==> config.mk <==
export PLATFORM = sky130hd
export DESIGN_NAME = instruction_fetch
export DESIGN_NICKNAME = d
export VERILOG_FILES = /design/src/rtl/cpu_pkg.sv /design/src/rtl/program_counter.sv /design/src/rtl/instruction_fetch.sv
export SDC_FILE = /design/constraint.sdc
export NUM_CORES = 1
export LEC_CHECK = 0
export CORE_ASPECT_RATIO = 0.7
export CORE_UTILIZATION = 35
export CTS_CLUSTER_DIAMETER = 40
export DETAILED_ROUTE_END_ITERATION = 16
export PLACE_DENSITY = 0.76
export SKIP_LAST_GASP = 1
export SYNTH_ARGS = -nofsm -noshare
export SYNTH_HDL_FRONTEND = slang
export SYNTH_SLANG_ARGS = --single-unit
==> constraint.sdc <==
create_clock -name clk -period 1.3 [get_ports clk]
set_input_delay 0.325 -clock clk [delete_from_list [all_inputs] [get_ports clk]]
set_output_delay 0.325 -clock clk [all_outputs]
set_load 0.03 [all_outputs]
==> src/rtl/cpu_pkg.sv <==
// Shared definitions for the 4-bit CPU: widths, address/instruction types and
// the fetch-stage state encoding used by fetch, ROM and decode.
package cpu_pkg;

  localparam int ADDR_W  = 4;
  localparam int INSTR_W = 8;

  typedef logic [ADDR_W-1:0]  addr_t;
  typedef logic [INSTR_W-1:0] instr_t;

  typedef enum logic [1:0] {
    FS_RUN    = 2'd0,
    FS_END    = 2'd1,
    FS_HALTED = 2'd2
  } fetch_state_e;

  // Even parity over an instruction word, for decode-side integrity checks.
  function automatic logic instr_parity(input instr_t word);
    return ^word;
  endfunction

endpackage

==> src/rtl/program_counter.sv <==
// Program counter register: hold, jump load or increment, with a flag raised
// when the counter sits at its maximum value.
module program_counter
  import cpu_pkg::*;
#(
  parameter int ADDR_W   = cpu_pkg::ADDR_W,
  parameter int RESET_PC = 0
) (
  input  logic              clk,
  input  logic              rst_n,
  input  logic              hold,
  input  logic              jump_en,
  input  logic [ADDR_W-1:0] jump_addr,
  input  logic              inc_en,
  output logic [ADDR_W-1:0] pc,
  output logic              at_max
);

  localparam logic [ADDR_W-1:0] RESET_ADDR = ADDR_W'(RESET_PC);
  localparam logic [ADDR_W-1:0] ONE        = {{(ADDR_W-1){1'b0}}, 1'b1};

  logic [ADDR_W-1:0] pc_d;
  logic [ADDR_W-1:0] pc_q;

  // Next PC: hold wins, then jump target, then modular increment.
  always_comb begin
    pc_d = pc_q;
    if (hold) begin
      pc_d = pc_q;
    end else if (jump_en) begin
      pc_d = jump_addr;
    end else if (inc_en) begin
      pc_d = pc_q + ONE;
    end else begin
      pc_d = pc_q;
    end
  end

  // PC register.
  always_ff @(posedge clk or negedge rst_n) begin
    if (!rst_n) begin
      pc_q <= RESET_ADDR;
    end else begin
      pc_q <= pc_d;
    end
  end

  assign pc     = pc_q;
  assign at_max = &pc_q;

endmodule

==> src/rtl/instruction_fetch.sv <==
// Fetch stage: owns the PC, latches ROM words into ir and hands them to decode
// over valid/ready. With IFETCH_WRAP_HALT_EN defined, fetching stops at the
// top of the ROM instead of wrapping to address 0.
module instruction_fetch
  import cpu_pkg::*;
#(
  parameter int ADDR_W   = cpu_pkg::ADDR_W,
  parameter int INSTR_W  = cpu_pkg::INSTR_W,
  parameter int RESET_PC = 0
) (
  input  logic               clk,
  input  logic               rst_n,
  output logic [ADDR_W-1:0]  addr,
  input  logic [INSTR_W-1:0] instr,
  output logic [INSTR_W-1:0] ir,
  output logic [ADDR_W-1:0]  ir_pc,
  output logic               ir_valid,
  input  logic               ir_ready,
  input  logic               jump_en,
  input  logic [ADDR_W-1:0]  jump_addr,
  input  logic               halt,
  output logic               halted
);

  fetch_state_e       state_d, state_q;
  logic [INSTR_W-1:0] ir_d, ir_q;
  logic [ADDR_W-1:0]  ir_pc_d, ir_pc_q;
  logic               ir_valid_d, ir_valid_q;
  logic               halted_d, halted_q;

  logic [ADDR_W-1:0]  pc_s;
  logic               pc_at_max_s;
  logic               pc_jump_s;
  logic               pc_inc_s;
  logic               pc_hold_s;
  logic               load_s;

  program_counter #(
    .ADDR_W   (ADDR_W),
    .RESET_PC (RESET_PC)
  ) u_pc (
    .clk       (clk),
    .rst_n     (rst_n),
    .hold      (pc_hold_s),
    .jump_en   (pc_jump_s),
    .jump_addr (jump_addr),
    .inc_en    (pc_inc_s),
    .pc        (pc_s),
    .at_max    (pc_at_max_s)
  );

  assign load_s    = (state_q == FS_RUN) && (!ir_valid_q || ir_ready);
  assign pc_hold_s = !(pc_jump_s || pc_inc_s);

  // Next-state and datapath control; priority is halt > jump > load > hold.
  always_comb begin
    state_d    = state_q;
    ir_d       = ir_q;
    ir_pc_d    = ir_pc_q;
    ir_valid_d = ir_valid_q;
    pc_jump_s  = 1'b0;
    pc_inc_s   = 1'b0;
    case (state_q)
      FS_RUN: begin
        if (halt) begin
          state_d    = FS_HALTED;
          ir_valid_d = 1'b0;
        end else if (jump_en) begin
          pc_jump_s  = 1'b1;
          ir_valid_d = 1'b0;
        end else if (load_s) begin
          ir_d       = instr;
          ir_pc_d    = pc_s;
          ir_valid_d = 1'b1;
`ifdef IFETCH_WRAP_HALT_EN
          // Last ROM word: park the PC rather than wrapping into address 0.
          if (pc_at_max_s) begin
            state_d = FS_END;
          end else begin
            pc_inc_s = 1'b1;
          end
`else
          pc_inc_s = 1'b1;
`endif
        end else begin
          ir_valid_d = ir_valid_q;
        end
      end
`ifdef IFETCH_WRAP_HALT_EN
      FS_END: begin
        if (halt) begin
          state_d    = FS_HALTED;
          ir_valid_d = 1'b0;
        end else if (jump_en) begin
          pc_jump_s  = 1'b1;
          ir_valid_d = 1'b0;
          state_d    = FS_RUN;
        end else if (ir_valid_q && ir_ready) begin
          ir_valid_d = 1'b0;
          state_d    = FS_HALTED;
        end else begin
          ir_valid_d = ir_valid_q;
        end
      end
`endif
      FS_HALTED: begin
        state_d    = FS_HALTED;
        ir_valid_d = 1'b0;
      end
      default: begin
        state_d    = FS_HALTED;
        ir_valid_d = 1'b0;
      end
    endcase
    halted_d = (state_d == FS_HALTED);
  end

  // State, instruction register and handshake flops.
  always_ff @(posedge clk or negedge rst_n) begin
    if (!rst_n) begin
      state_q    <= FS_RUN;
      ir_q       <= {INSTR_W{1'b0}};
      ir_pc_q    <= {ADDR_W{1'b0}};
      ir_valid_q <= 1'b0;
      halted_q   <= 1'b0;
    end else begin
      state_q    <= state_d;
      ir_q       <= ir_d;
      ir_pc_q    <= ir_pc_d;
      ir_valid_q <= ir_valid_d;
      halted_q   <= halted_d;
    end
  end

  assign addr     = pc_s;
  assign ir       = ir_q;
  assign ir_pc    = ir_pc_q;
  assign ir_valid = ir_valid_q;
  assign halted   = halted_q;

endmodule
**Yosys cells after proc, flatten, opt, wreduce, memory -nomap -nowiden**

Index checks and enable logic that the tools add are counted.

- Register bits: 20

- Bitwise gates (word level): 2
- Eq/ne operators: 2
- Reductions and logical operators: 8
- Muxes and demuxes: 15
- Add/subtract/negate cells: 1

Operators with widths:

| operator | number |
|---|---|
| $mux 1 | 11 |
| $mux 4 | 2 |
| $add 4x1->4 const B | 1 |
| $mux 2 | 2 |
| $ne 4x4->1 const B | 1 |
| $reduce_and 4->1 | 1 |
| $eq 2x2->1 const B | 1 |
| $logic_not 2->1 | 1 |
| $logic_or 1x1->1 | 2 |
| $not 1->1 | 2 |
| $reduce_and 2->1 | 1 |
| $reduce_bool 2->1 | 1 |
| $logic_and 1x1->1 | 1 |
| $logic_not 1->1 | 1 |

**Logic depth before layout (Yosys ltp)**

- Word-level depth: 9
- Mapped depth: 6
- Gate-level depth less buffers: 5

**Hierarchy**

A second synthesis with hierarchy kept.

- Cells, all modules: 66
- Area total of the unflattened synthesis: 895.9 um2

By module, submodules not included:

| module | area each (um2) | instances | cells each | seq. area each (um2) |
|---|---|---|---|---|
| instruction_fetch | 645.6 | 1 | 38 | 400.4 |
| program_counter | 250.2 | 1 | 28 | 100.1 |

**Worst setup path before layout**

Ideal clock, no wire load.

- Kind: register to register
- From: register ir_valid_q (netlist: ir_valid)
- To: register ir_q[3] (netlist: ir[3])
- Stages on the path, launching flop included: 5
- Period minus slack after synthesis: 1.420 ns
- Slack: -0.120 ns
- Arrival: 1.295 ns
- Path through: dfrtp_1 > nand2b_1 > nand3_2 > buf_6 > mux2_4

- Cells in the longest elaborated chain, start to end: 4

Ends and longest elaborated chain:

| item | line | RTL |
|---|---|---|
| start: declaration | instruction_fetch.sv:28 | `logic ir_valid_d, ir_valid_q;` |
| start signal: assignment | instruction_fetch.sv:130 | `ir_valid_q <= ir_valid_d;` |
| $logic_not 1->1 | instruction_fetch.sv:52 | `assign load_s = (state_q == FS_RUN) && (!ir_valid_q \|\| ir_ready);` |
| $logic_or 1x1->1 | instruction_fetch.sv:52 |  |
| $logic_and 1x1->1 | instruction_fetch.sv:52 |  |
| $reduce_and 4->1 (no line) | - |  |
| end signal: assignment | instruction_fetch.sv:122 | `ir_q <= {INSTR_W{1'b0}};` |
| end signal: assignment | instruction_fetch.sv:128 | `ir_q <= ir_d;` |
| end: declaration | instruction_fetch.sv:26 | `logic [INSTR_W-1:0] ir_d, ir_q;` |

No other way between the ends.
A chain may end at the register's enable or synchronous reset.

**Worst setup path in the final report**

- From: register state_q[1]
- To: register ir_q[6] (netlist: ir[6])

- Cells in the longest elaborated chain, start to end: 3

Ends and longest elaborated chain:

| item | line | RTL |
|---|---|---|
| start: declaration | instruction_fetch.sv:25 | `fetch_state_e state_d, state_q;` |
| start signal: assignment | instruction_fetch.sv:127 | `state_q <= state_d;` |
| $logic_not 2->1 (*) | instruction_fetch.sv:52, instruction_fetch.sv:63 |  |
| $logic_and 1x1->1 | instruction_fetch.sv:52 |  |
| $reduce_and 4->1 (no line) (*) | - |  |

Every way passes the cells marked *; elsewhere a longest branch is shown, timed or not.

==> metrics list <==
- After synthesis, the cell types taking the most area are sky130_fd_sc_hd__dfrtp_1, sky130_fd_sc_hd__mux2_4, sky130_fd_sc_hd__mux2_2.
- Chip width: 60.98 um
- Arrival time of data at the critical path endpoint: 1490 ps
* Number of warnings printed during yosys synthesis: 0
- Number of antenna violations at the first check in global routing: 0
- Of all nets on the critical path, the largest fanout is 13.
- Number of remaining DRC errors: 0
- N_diodes: 0
- Total clock buffers created by CTS: 3
- For this design the static power due to leakage is 0.6445 nW.
- Post-synthesis share of cell area spent on xor and xnor gates: 0%
- Number of nets at the end of the flow: 126
- The initial utilization of the core area, before any placement, comes to 38.30%.
- Clock Latency Late Sink: 290 ps
- Number of rows in the core area: 14
- The critical path is of the flop to flop type.
- In the final routed layout, each cell accounts on average for 11.86 um.
- Global-route wire length before repair: 2704 um
- Most frequent cells in the layout: sky130_fd_sc_hd__buf_4, sky130_fd_sc_hd__dfrtp_1, sky130_fd_sc_hd__clkdlybuf4s50_1
- Worst voltage drop across the vdd grid: 732.9 uV
- Overall power consumption: 1.201 mW
- Post-CTS clock slew at the launch and capture registers of the worst setup and hold paths: 100 ps
- CP cell instances: nor3_2, nand3_2, buf_12, mux2_4
- Layout cells sized above 1: 43.93%
* WL final: 1648 um
- Tot GR Track Use: 14.58%
* Sort of element at the start of the critical path: flop
* RSZ-0062 raised after global routing: true
- STA classifies the critical path endpoint as a flop.
- Derived from the worst setup path, the maximum achievable clock frequency is 765.3 MHz.
* Synth Area in Compound Gates: 5.727%
- Number of flip-flops and latches in the synthesized netlist: 20
- The detail route stage leaves a number of antenna-violating nets equal to 0.
* Number of max-slew violations in the final report: 0
- Area enclosed by the die boundary: 0.002639 mm^2
* Total standard cell area after synthesis: 852.1 um^2
* Worst min-delay path category: input port to asynchronous set/reset pin
* Violated checks: negative setup slack
- Count of placed standard cells including taps: 135
* Final Core Density: 58.04%
- The area growth from synthesis to layout is 51.54%.
- Entering global routing, the biggest net connects 21 pins.
* Endpoint required time on the critical path: 1490 ps
- Number of standard cells in the final layout excluding fillers: 139
- In this run the deepest clock path goes through 2 buffers.
- Most common library cell in the layout ignoring fill and taps: sky130_fd_sc_hd__buf_4
- Dominant combinational cell family by area after synthesis: multiplexers
- Detailed-route vias per instance: 4.496
- Port Buf Inserts: 34
* Final hold viol count: 0
* Reg-to-reg slack, setup: -7 ps
- Routability-driven placement finished with a final weighted congestion of 0.8446.
* Mapped Avg Cell Area: 13.52 um^2
- DP HPWL: 1254 um
- Share of the synthesized area in the top cell type: 58.74%
- Counting distinct cell types in the post-synthesis netlist gives 20.
- Setup bufs post-CTS: 0
- Gate Count Post-Synth: 63
* Post-synthesis adder-cell area fraction: 1.468%
* Dominant synthesized flop cell: sky130_fd_sc_hd__dfrtp_1
- Final Critical Period: 1307 ps
* Boundary Pins: 35
- The die is 43.28 um tall.
- After synthesis, flip-flops and latches occupy 58.74% of the total area.
* Cell at the slowest stage of the critical path: sky130_fd_sc_hd__dfrtp_1
* Fraction of registers with async set or reset after synthesis: 100.0%
* Via count of the first global-routing pass: 573
* Mux contribution to synthesized area: 19.82%
- H-tree level count: 1
- Clock tree synthesis found a total of 20 sinks.
* Overall overflow remaining after global route: 0
* Area of the core: 0.002225 mm^2
* EDFF count, synth: 0
* Iter 0 DRT Violations: 9
- The tree is rooted in a sky130_fd_sc_hd__clkbuf_4.
- The number of nets handed over by synthesis was 81.
* Top cell type by total area after synthesis: sky130_fd_sc_hd__dfrtp_1
- Clock skew: 2.592 ps
- Result of the run: complete, but fails checks
- The first detailed-routing pass took 3 iterations.
- Simple-Gate Fraction of Synth Area: 10.28%
- For this block, the via count after detailed routing is 625.
* Fin worst setup slack: -6.667 ps
- On the worst path, the slowest cell contributes a delay of 390 ps.
- Share of the clock period used by the worst path: 100.5%
- Endpoints failing setup: 8
* TritonCTS clock tree: done
- P per Cell Area: 929.9 mW/mm^2
* Max-capacitance violation count: 0
[worst max-delay path, delay by kind of cell, from the launching register on]
kind                   cells  cell delay, ps
DFF                        1             390
muxes                      1             290
and+or+nand+nor            2             340
buffers and inverters      1             170
[logic make-up after synthesis]
group / count (synthesis)
buf+inv: 5
simple gates: 16
mux: 12
compound gates: 8
fa+ha+maj: 1
other cells: 1
flops: 20
[flip-flops by register name (all words and copies together), names as in the netlist]
register / count
state_q: 2
ir_valid: 1
ir: 8
ir_pc: 4
halted: 1
u_pc.pc: 4
[cell type report]
cell class | instances | area [um^2]
fill | 203 | 933.4
tap | 32 | 40.04
sequential | 20 | 503.0
multi-input combinational | 38 | 329.1
inverter | 3 | 11.26
clock buffer | 4 | 36.28
timing repair buffer | 42 | 371.6
[per-stage QoR]
stage	worst slack (ps)	hold slack [ps]	instance area, um^2	setup TNS [ps]
6_report	-6.667	354.3	1291	-33.64
5_1_grt	-71.69	370.5	1291	-923.2
4_1_cts	-15.45	348.9	1287	-96.94
3_5_place_dp	-389.8	496.8	1250	-6249
3_3_place_gp	-357.8	498.0	1250	-5724
2_1_floorplan	10.05	29.41	860.8	0
[layer usage]
metal | wire length, um | vias up | global-route usage (%)
li1 | - | 311 | -
met1 | 819 | 288 | 21.19
met2 | 682 | 26 | 20.00
met3 | 146 | 0 | 6.402
met4 | 0 | 0 | 2.727
met5 | 0 | - | 0
[cell usage after synthesis, types with 2 or more instances]
master,count
sky130_fd_sc_hd__nand4_1,2
sky130_fd_sc_hd__nor2_1,4
sky130_fd_sc_hd__o22ai_1,3
sky130_fd_sc_hd__dfrtp_1,20
sky130_fd_sc_hd__nand3_1,6
sky130_fd_sc_hd__inv_1,3
sky130_fd_sc_hd__mux2_2,3
sky130_fd_sc_hd__a21oi_1,2
sky130_fd_sc_hd__mux2_4,9
[worst paths after layout]
check | startpoint | to | cells past startpoint
max | state_q[1] | ir[6] | 4
max reg2reg | state_q[1] | ir[6] | 4
min reg2reg | ir[5] | ir[5] | 1
min | rst_n | ir_pc[0] | 2
min in group clk | ir[5] | ir[5] | 1
max in group asynchronous | rst_n | ir_valid | 2
[power breakdown]
part	internal [mW]	total [mW]	switching, mW
clock	0.171	0.343	0.172
sequential	0.646	0.667	0.0206
combinational	0.105	0.191	0.0864
total	0.921	1.20	0.279
[repair_timing]
action / in CTS / in global routing
cloned: 0 / 0
pin swaps: 2 / 0
endpoints found under the setup margin: 14 / 17
hold buffers: 0 / 0
gates resized for setup: 1 / 1
No activity file was read; power rests on OpenSTA's default activity.
